## config.mk

```make
export PLATFORM = sky130hd
export DESIGN_NAME = pwm_multi_ch
export DESIGN_NICKNAME = d
export VERILOG_FILES = /design/src/rtl/pwm_multi_ch.sv
export SDC_FILE = /design/constraint.sdc
export NUM_CORES = 1
export LEC_CHECK = 0
export ABC_AREA = 1
export CORE_MARGIN = 4
export CORE_UTILIZATION = 35
export CTS_BUF_LIST = sky130_fd_sc_hd__clkbuf_16
export CTS_CLUSTER_SIZE = 16
export DETAILED_ROUTE_END_ITERATION = 16
export PLACE_DENSITY = 0.61
export SYNTH_ARGS = -nofsm -noshare
export SYNTH_HDL_FRONTEND = slang
export SYNTH_SLANG_ARGS = --single-unit
```

## constraint.sdc

```tcl
create_clock -name clk -period 3.6 [get_ports clk]
set_clock_uncertainty 0.05 [all_clocks]
set_input_delay 0.72 -clock clk [delete_from_list [all_inputs] [get_ports clk]]
set_output_delay 0.72 -clock clk [all_outputs]
set_load 0.005 [all_outputs]
```

## src/rtl/pwm_multi_ch.sv

```systemverilog
// Multi-channel PWM generator: one shared period counter, CH duty comparators, double-buffered period/duty.
// Optional macro PWM_CENTER_ALIGN_EN adds a center_mode input for up/down (center-aligned) counting.
module pwm_multi_ch #(
    parameter int CH    = 4,
    parameter int CNT_W = 16
) (
    input  logic                  clk,
    input  logic                  reset,
`ifdef PWM_CENTER_ALIGN_EN
    input  logic                  center_mode,
`endif
    input  logic                  enable,
    input  logic                  load,
    input  logic [CNT_W-1:0]      period_in,
    input  logic [CH*CNT_W-1:0]   duty_in,
    output logic [CH-1:0]         pwm_out,
    output logic                  period_tick,
    output logic [CNT_W-1:0]      cnt_out
);

    logic [CNT_W-1:0]    cnt;
    logic                running;
    logic [CNT_W-1:0]    shadow_period;
    logic [CNT_W-1:0]    act_period;
    logic [CH*CNT_W-1:0] shadow_duty;
    logic [CH*CNT_W-1:0] act_duty;

    logic [CNT_W-1:0]    cnt_next;
    logic [CNT_W-1:0]    period_next;
    logic [CH*CNT_W-1:0] duty_next;
    logic                boundary;
    logic [CH-1:0]       pwm_next;
    logic                tick_next;

`ifdef PWM_CENTER_ALIGN_EN
    logic center;
    logic center_next;
    logic down;
    logic down_next;
`endif

    // Idle and the first enabled edge are treated as boundaries so that a
    // fresh run always starts at cnt=0 with the latest shadow values.
    always_comb begin
        boundary = 1'b0;
        cnt_next = '0;
`ifdef PWM_CENTER_ALIGN_EN
        down_next = 1'b0;
`endif
        if (!enable || !running) begin
            boundary = 1'b1;
        end else begin
`ifdef PWM_CENTER_ALIGN_EN
            if (center && down) begin
                if (cnt <= CNT_W'(1)) begin
                    boundary = 1'b1;
                end else begin
                    cnt_next  = cnt - CNT_W'(1);
                    down_next = 1'b1;
                end
            end else if (cnt == act_period) begin
                if (center && (act_period > CNT_W'(1))) begin
                    cnt_next  = cnt - CNT_W'(1);
                    down_next = 1'b1;
                end else begin
                    boundary = 1'b1;
                end
            end else begin
                cnt_next = cnt + CNT_W'(1);
            end
`else
            if (cnt == act_period) begin
                boundary = 1'b1;
            end else begin
                cnt_next = cnt + CNT_W'(1);
            end
`endif
        end
    end

    // A load coinciding with a boundary bypasses the shadow registers.
    always_comb begin
        period_next = act_period;
        duty_next   = act_duty;
        if (boundary) begin
            if (load) begin
                period_next = period_in;
                duty_next   = duty_in;
            end else begin
                period_next = shadow_period;
                duty_next   = shadow_duty;
            end
        end
`ifdef PWM_CENTER_ALIGN_EN
        center_next = boundary ? center_mode : center;
`endif
    end

    // Outputs are compared against the next-state count so they line up with cnt_out.
    always_comb begin
        pwm_next = '0;
        for (int i = 0; i < CH; i++) begin
            pwm_next[i] = enable && (cnt_next < duty_next[i*CNT_W +: CNT_W]);
        end
        tick_next = enable && (cnt_next == '0);
    end

    always_ff @(posedge clk) begin
        if (reset) begin
            cnt           <= '0;
            running       <= 1'b0;
            shadow_period <= '0;
            act_period    <= '0;
            shadow_duty   <= '0;
            act_duty      <= '0;
            pwm_out       <= '0;
            period_tick   <= 1'b0;
`ifdef PWM_CENTER_ALIGN_EN
            center        <= 1'b0;
            down          <= 1'b0;
`endif
        end else begin
            if (load) begin
                shadow_period <= period_in;
                shadow_duty   <= duty_in;
            end
            cnt         <= cnt_next;
            running     <= enable;
            act_period  <= period_next;
            act_duty    <= duty_next;
            pwm_out     <= pwm_next;
            period_tick <= tick_next;
`ifdef PWM_CENTER_ALIGN_EN
            center      <= center_next;
            down        <= down_next;
`endif
        end
    end

    assign cnt_out = cnt;

endmodule
```

==> metrics.cfg <==
[synthesis]
synth_top_cell_by_area=dfxtp_1
synth-seq-cells=182
netlist_instances=1006
yosys.cell_types.count=32
synth-async-reset-ratio=0
synth_edf_count=0
synth_area_um2=8610
synth_ff_type=dfxtp_1
syn_nets=1151
ys_seq_area_frac=0.423
synth_top_area_frac=0.423
synth.avg_cell_area_um2=8.56
synth_warnings=0
synth_area_leaders=dfxtp_1, mux2i_1, nor2_1

[placement]
dp_cells=1399
place_ws_ns=0.340
dpl_cell_area_um2=9900
gp_congestion=0.794
dpl.hpwl_um=14400
place.port_buffers=104

[detailed_routing]
routedWlPerCell_um=13.8
drc=0
dr.pass1.iters=5
drt_iter0_drc=441
wl_um=19700
postRouteAntennaNets=0
vias=6610
viasPerCell=4.63

[timing]
slew_headroom=0.515
grt_setup_unrepaired=false
maxSlewViolCount=0
hold_viol=0
hold_ws_ns=0.438
fin_setup_tns_ns=0
period_share=0.836
fin_crit_ns=3.01
setup_viol=0
timing.fmax_ghz=0.332
worst_pin_slew_ns=0.728
setup_ws_ns=0.589

[setup_path]
r2r_end=pwm_out[0]
worst_path_most_repeated_cell=nand2_1
worstSetupPathType=flip-flop to flip-flop
crit_path_top_delay_cell=dfxtp_1
cp_num_cells=15
cp_max_fo=52
crit_required_ns=3.87
r2r_cells=15
cpPeakStageDelay_ns=0.52
cp-start-kind=flip-flop
worstSetupEndpoint=pwm_out[0]
crit_arrival_ns=3.28
worstReg2RegStart=cnt_out[9]
crit_chain=inv_2 > nand2_1 > nand2_1 > nor2_1 > nand2_1 > nor2_2 > nand2_4 > nand2_8 > buf_12 > or2_2 > inv_1 > ha_1 > nand4_1 > nor3_1 > a21oi_2
critPathBufInv=3
r2r_slack_ns=0.59
crit_path_end_kind=flip-flop
path_delay_family=simple AND/OR/NAND/NOR gates
timing.critical_path.from=cnt_out[9]

[power_and_ir_drop]
intPower_mw=3.50
power_mw=4.70
vdd_ir_drop_max_v=0.000280
sequentialPowerShare=0.465
leakage_nw=4.90
p_comb_frac=0.135
netSwitchingPower_mw=1.19
switching_share=0.254
clockPowerShare=0.400
power_density_nw_per_um2=448

[clocking]
post_cts_resized=0
root_buffer=clkbuf_16
cts_sinks=182
cts_made_buffers=17
clock_latency_ns=0.43
post_cts_buffers=0
hold_buffers=0
htreeDepth=4
cts_max_path_buffers=2
cts_tree=done
clk_pin_slew_ns=0.06

[floorplan]
die-width_um=165
io_pins=105
dieArea_um2=27200
rows=57
core_area_um2=24200
start_util=0.355
die_y_um=165

[cells_and_area]
mostFrequentLayoutCells=nor2_1, nand2_1, dfxtp_1
instances_no_fill=1429
insertedDiodeCount=0
layout_commonest_cell=nor2_1
seqCellArea_um2=3640
area_delta_synth_final_pct=21.8
drive_above_1_share=0.127
multi_input_area_um2=4400
fin_nets=1239
design_area_um2=10500
utilization=0.432
fillers=2399

[hold_path]
hp-start=shadow_duty[8]
hold_class=flip-flop to flip-flop

[global_route]
grt_use_total=0.148
grt_overflow=0
antenna_found_initial=0
grt_max_degree=143
grt_pass1_wl_um=31800
grt_pass1_vias=6266

[flow_run]
drv_cap=0

[outcome]
status=finished, final reports clean

## flip-flops by register name, indices dropped and copies added, names as in the netlist
register,flops
cnt_out,16
shadow_period,16
act_period,16
act_duty,64
shadow_duty,64
running,1
period_tick,1
pwm_out,4
## worst min-delay path by stage
| stage | end | slack (ns) | cells past startpoint |
|---|---|---|---|
| after floorplan | shadow_duty[0] | 0.41 | 2 |
| after global placement | shadow_duty[45] | 0.42 | 2 |
| after detailed placement | shadow_duty[48] | 0.43 | 2 |
| after CTS | shadow_duty[8] | 0.45 | 2 |
| after global routing | act_duty[45] | 0.46 | 2 |
| final | shadow_duty[8] | 0.44 | 2 |
## power by group through the flow
stage | clock [mW] | sequential (mW) | combinational, mW
finish | 1.88 | 2.19 | 0.632
floorplan | 0 | 2.22 | 0.442
global placement | 0 | 2.23 | 0.629
detailed placement | 0 | 2.23 | 0.639
global route | 2.00 | 2.20 | 0.716
CTS | 1.92 | 2.19 | 0.642
## metal layers
metal | up-vias | track usage | part of all wire
met1 | 2997 | 0.206 | 0.50
li1 | 3467 | - | -
met4 | 0 | 0.0348 | 0.0076
met5 | - | 0 | 0
met2 | 133 | 0.232 | 0.44
met3 | 13 | 0.0364 | 0.053
## final cells by class
| type | count | area share |
|---|---|---|
| multi-input cells | 710 | 0.420 |
| well taps | 324 | 0.0387 |
| repair buffers | 116 | 0.113 |
| inverters | 67 | 0.0242 |
| clock inverters | 13 | 0.0154 |
| flip-flops and latches | 182 | 0.348 |
| clock buffers | 17 | 0.0406 |
## cells in the mapped netlist (2+ instances only)
master,number
nor3_2,2
xor2_1,6
buf_2,7
nand4_1,10
inv_2,4
o21ai_0,2
o21ai_2,60
nor3_1,8
nor2_1,207
a21oi_2,4
a211oi_2,16
nand3_1,20
or2_2,2
a211oi_1,12
mux2i_1,80
ha_1,61
clkbuf_1,19
nand3_2,2
o221ai_1,4
buf_4,3
nand2_1,191
nor2_2,4
dfxtp_1,182
inv_1,62
buf_6,13
a21oi_1,16
buf_1,4
## worst reg2reg max path, delay by kind of cell (launching register included)
kind                       cells  cell delay (ns)
adders and majority gates      1             0.34
and+or+nand+nor               10             1.36
DFF                            1             0.52
buffers and inverters          3             0.54
AOI/OAI and AO/OA              1             0.09
## cell families (layout without fill, tap and decap cells)
| family | after synthesis | count (layout) | share of synthesized area |
|---|---|---|---|
| AND/OR/NAND/NOR | 449 | 449 | 0.210 |
| flip-flops | 182 | 182 | 0.423 |
| AO/OA/AOI/OAI | 114 | 114 | 0.113 |
| buffers and inverters | 114 | 213 | 0.0650 |
| multiplexers | 80 | 80 | 0.0930 |
| adder cells (fa/ha/maj) | 61 | 61 | 0.0887 |
| XOR/XNOR | 6 | 6 | 0.00611 |
Power figures use the tool's default switching activity.
==> variant, RTL diff (same flow settings) <==
Remove the register `pwm_out`: a continuous assignment takes its place, so the output `pwm_out` follows one clock earlier.
--- a/src/rtl/pwm_multi_ch.sv
+++ b/src/rtl/pwm_multi_ch.sv
@@ -114,5 +114,4 @@
             shadow_duty   <= '0;
             act_duty      <= '0;
-            pwm_out       <= '0;
             period_tick   <= 1'b0;
 `ifdef PWM_CENTER_ALIGN_EN
@@ -129,5 +128,4 @@
             act_period  <= period_next;
             act_duty    <= duty_next;
-            pwm_out     <= pwm_next;
             period_tick <= tick_next;
 `ifdef PWM_CENTER_ALIGN_EN
@@ -138,4 +136,6 @@
     end
 
+    assign pwm_out = pwm_next;
+
     assign cnt_out = cnt;
 
Formal check against the unedited RTL: not equivalent (Yosys sat finds a counterexample within 4 cycles, from zero or initial values and one cycle with reset high).
==> variant against the unedited design <==
The run now ends with setup timing left; design area rose by 20%; total power rose by 2.6%; first-iteration DRC count fell by 24%; register-to-register slack improved by 600 ps; critical path depth rose by 3; wire length rose by 17%; sequential cell count fell by 4; setup slack got worse by 980 ps; cell count rose by 13%; global-route usage rose by 1.5 points; area after synthesis fell by 0.49%; largest cell class unchanged.
==> variant: results (changes against the unedited design) <==
Status
  – Status: complete, but fails checks
  – Failing checks: setup timing

Critical path
  – Critical Path Stages: 18 (+3)
  – R2r setup slk: 1190 ps (+600 ps)
  – Worst path max stage delay: 360 ps (-160 ps)
  – Delay-heaviest family, CP: simple AND/OR/NAND/NOR gates
  – Worst R2R Start: cnt_out[0]$_SDFF_PP0_
  – R2R Path End: period_tick$_SDFF_PP0_
  – Critical Path Sink: pwm_out[2]
  – Worst path slowest cell: dfxtp_2
  – CP startpoint: cnt_out[1]$_SDFF_PP0_
  – Worst-path fanout max: 4 (-92%)
  – Cells on worst reg2reg path: 17 (+2)

Placed design
  – DP Area: 11000 µm² (+11%)
  – Dpl hpwl: 16.0 mm (+11%)
  – Dpl cells: 1545 (+10%)
  – Pre-CTS setup slack: -750 ps (-1090 ps)

Finish
  – Share of cells above drive strength 1: 32.5% (+20 points)
  – Post-layout nets: 1433 (+16%)

Routing
  – Final WL: 23.2 mm (+17%)
  – Via count: 7401 (+12%)
  – Starting DRC count in detailed routing: 333 (-24%)

Synth
  – Sequential area share after synthesis: 41.6% (-0.72 points)
  – Syn_nets: 1149 (-0.17%)
  – Main area contributors after synthesis: dfxtp_1 42%, mux2i_1 9.3%, nor2_1 8.9%
  – Share of flip-flops with an asynchronous set or reset: 0% (unchanged)
  – Fraction of synthesized area in multiplexers: 9.35% (+0.046 points)
  – Post-synthesis compound-gate area fraction: 11.4% (+0.10 points)
  – Library cells used by synthesis: 35 (+9.4%)
  – Syn_area_per_cell: 8.53 µm² (-0.30%)
  – Synth top cells by count: 204 x nor2_1, 192 x nand2_1, 178 x dfxtp_1
  – XOR/XNOR Fraction of Synth Area: 0.614% (+0.0030 points)

Power and ir drop
  – Peak VDD IR: 0.289 mV (+3.2%)
  – Net Sw Power: 1.27 mW (+6.7%)
  – Leakage power: 5.92 nW (+21%)

Timing
  – Setup ws final: -390 ps (-979 ps)
  – Hold_ws: 438 ps (-0.0110 ps)
  – Endpoints failing setup: 4 (+4)
  – Fin Setup TNS: -1380 ps (-1380 ps)
  – Slew HR: 48.7% (-2.7 points)

GRT
  – GRT Total Usage: 16.3% (+1.5 points)
  – Vias in the first global route: 7048 (+12%)
  – Largest net degree at the start of global routing: 63 (-56%)
  – First-pass GRT wire length: 35.1 mm (+10%)

Min path
  – HP Start: shadow_duty[60]$_SDFF_PP0_
  – Worst Hold Endpoint: shadow_duty[60]$_SDFF_PP0_
variant: what timing repair did:
action | CTS | global route
pin swaps | 5 | 53
setup endpoints to repair | 4 | 4
hold buffers | 0 | 0
gates cloned | 2 | 4
buffers inserted | 2 | 39
resized for setup | 40 | 105
variant: metal layers:
layer	share of wire [%]	global-route usage, %	vias to the layer above
met3	4.8	2.87	23
li1	-	-	3866
met1	47	22.5	3386
met5	0	0	-
met4	1.3	4.35	0
met2	47	26.4	126
variant: final cells by class:
type	instances	area [µm²]
flip-flops and latches	178	3570
clock inverters	15	143
well taps	319	399
clock buffers	17	425
repair buffers	312	2850
inverters	68	274
multi-input cells	711	4860
fillers	2142	11200
variant: power by group through the flow:
stage / sequential [mW] / combinational (mW) / clock, mW
finish: 2.14 / 0.849 / 1.83
global route: 2.15 / 0.946 / 1.93
CTS: 2.14 / 0.771 / 1.86
detailed placement: 2.18 / 0.753 / 0
global placement: 2.18 / 0.740 / 0
floorplan: 2.17 / 0.447 / 0
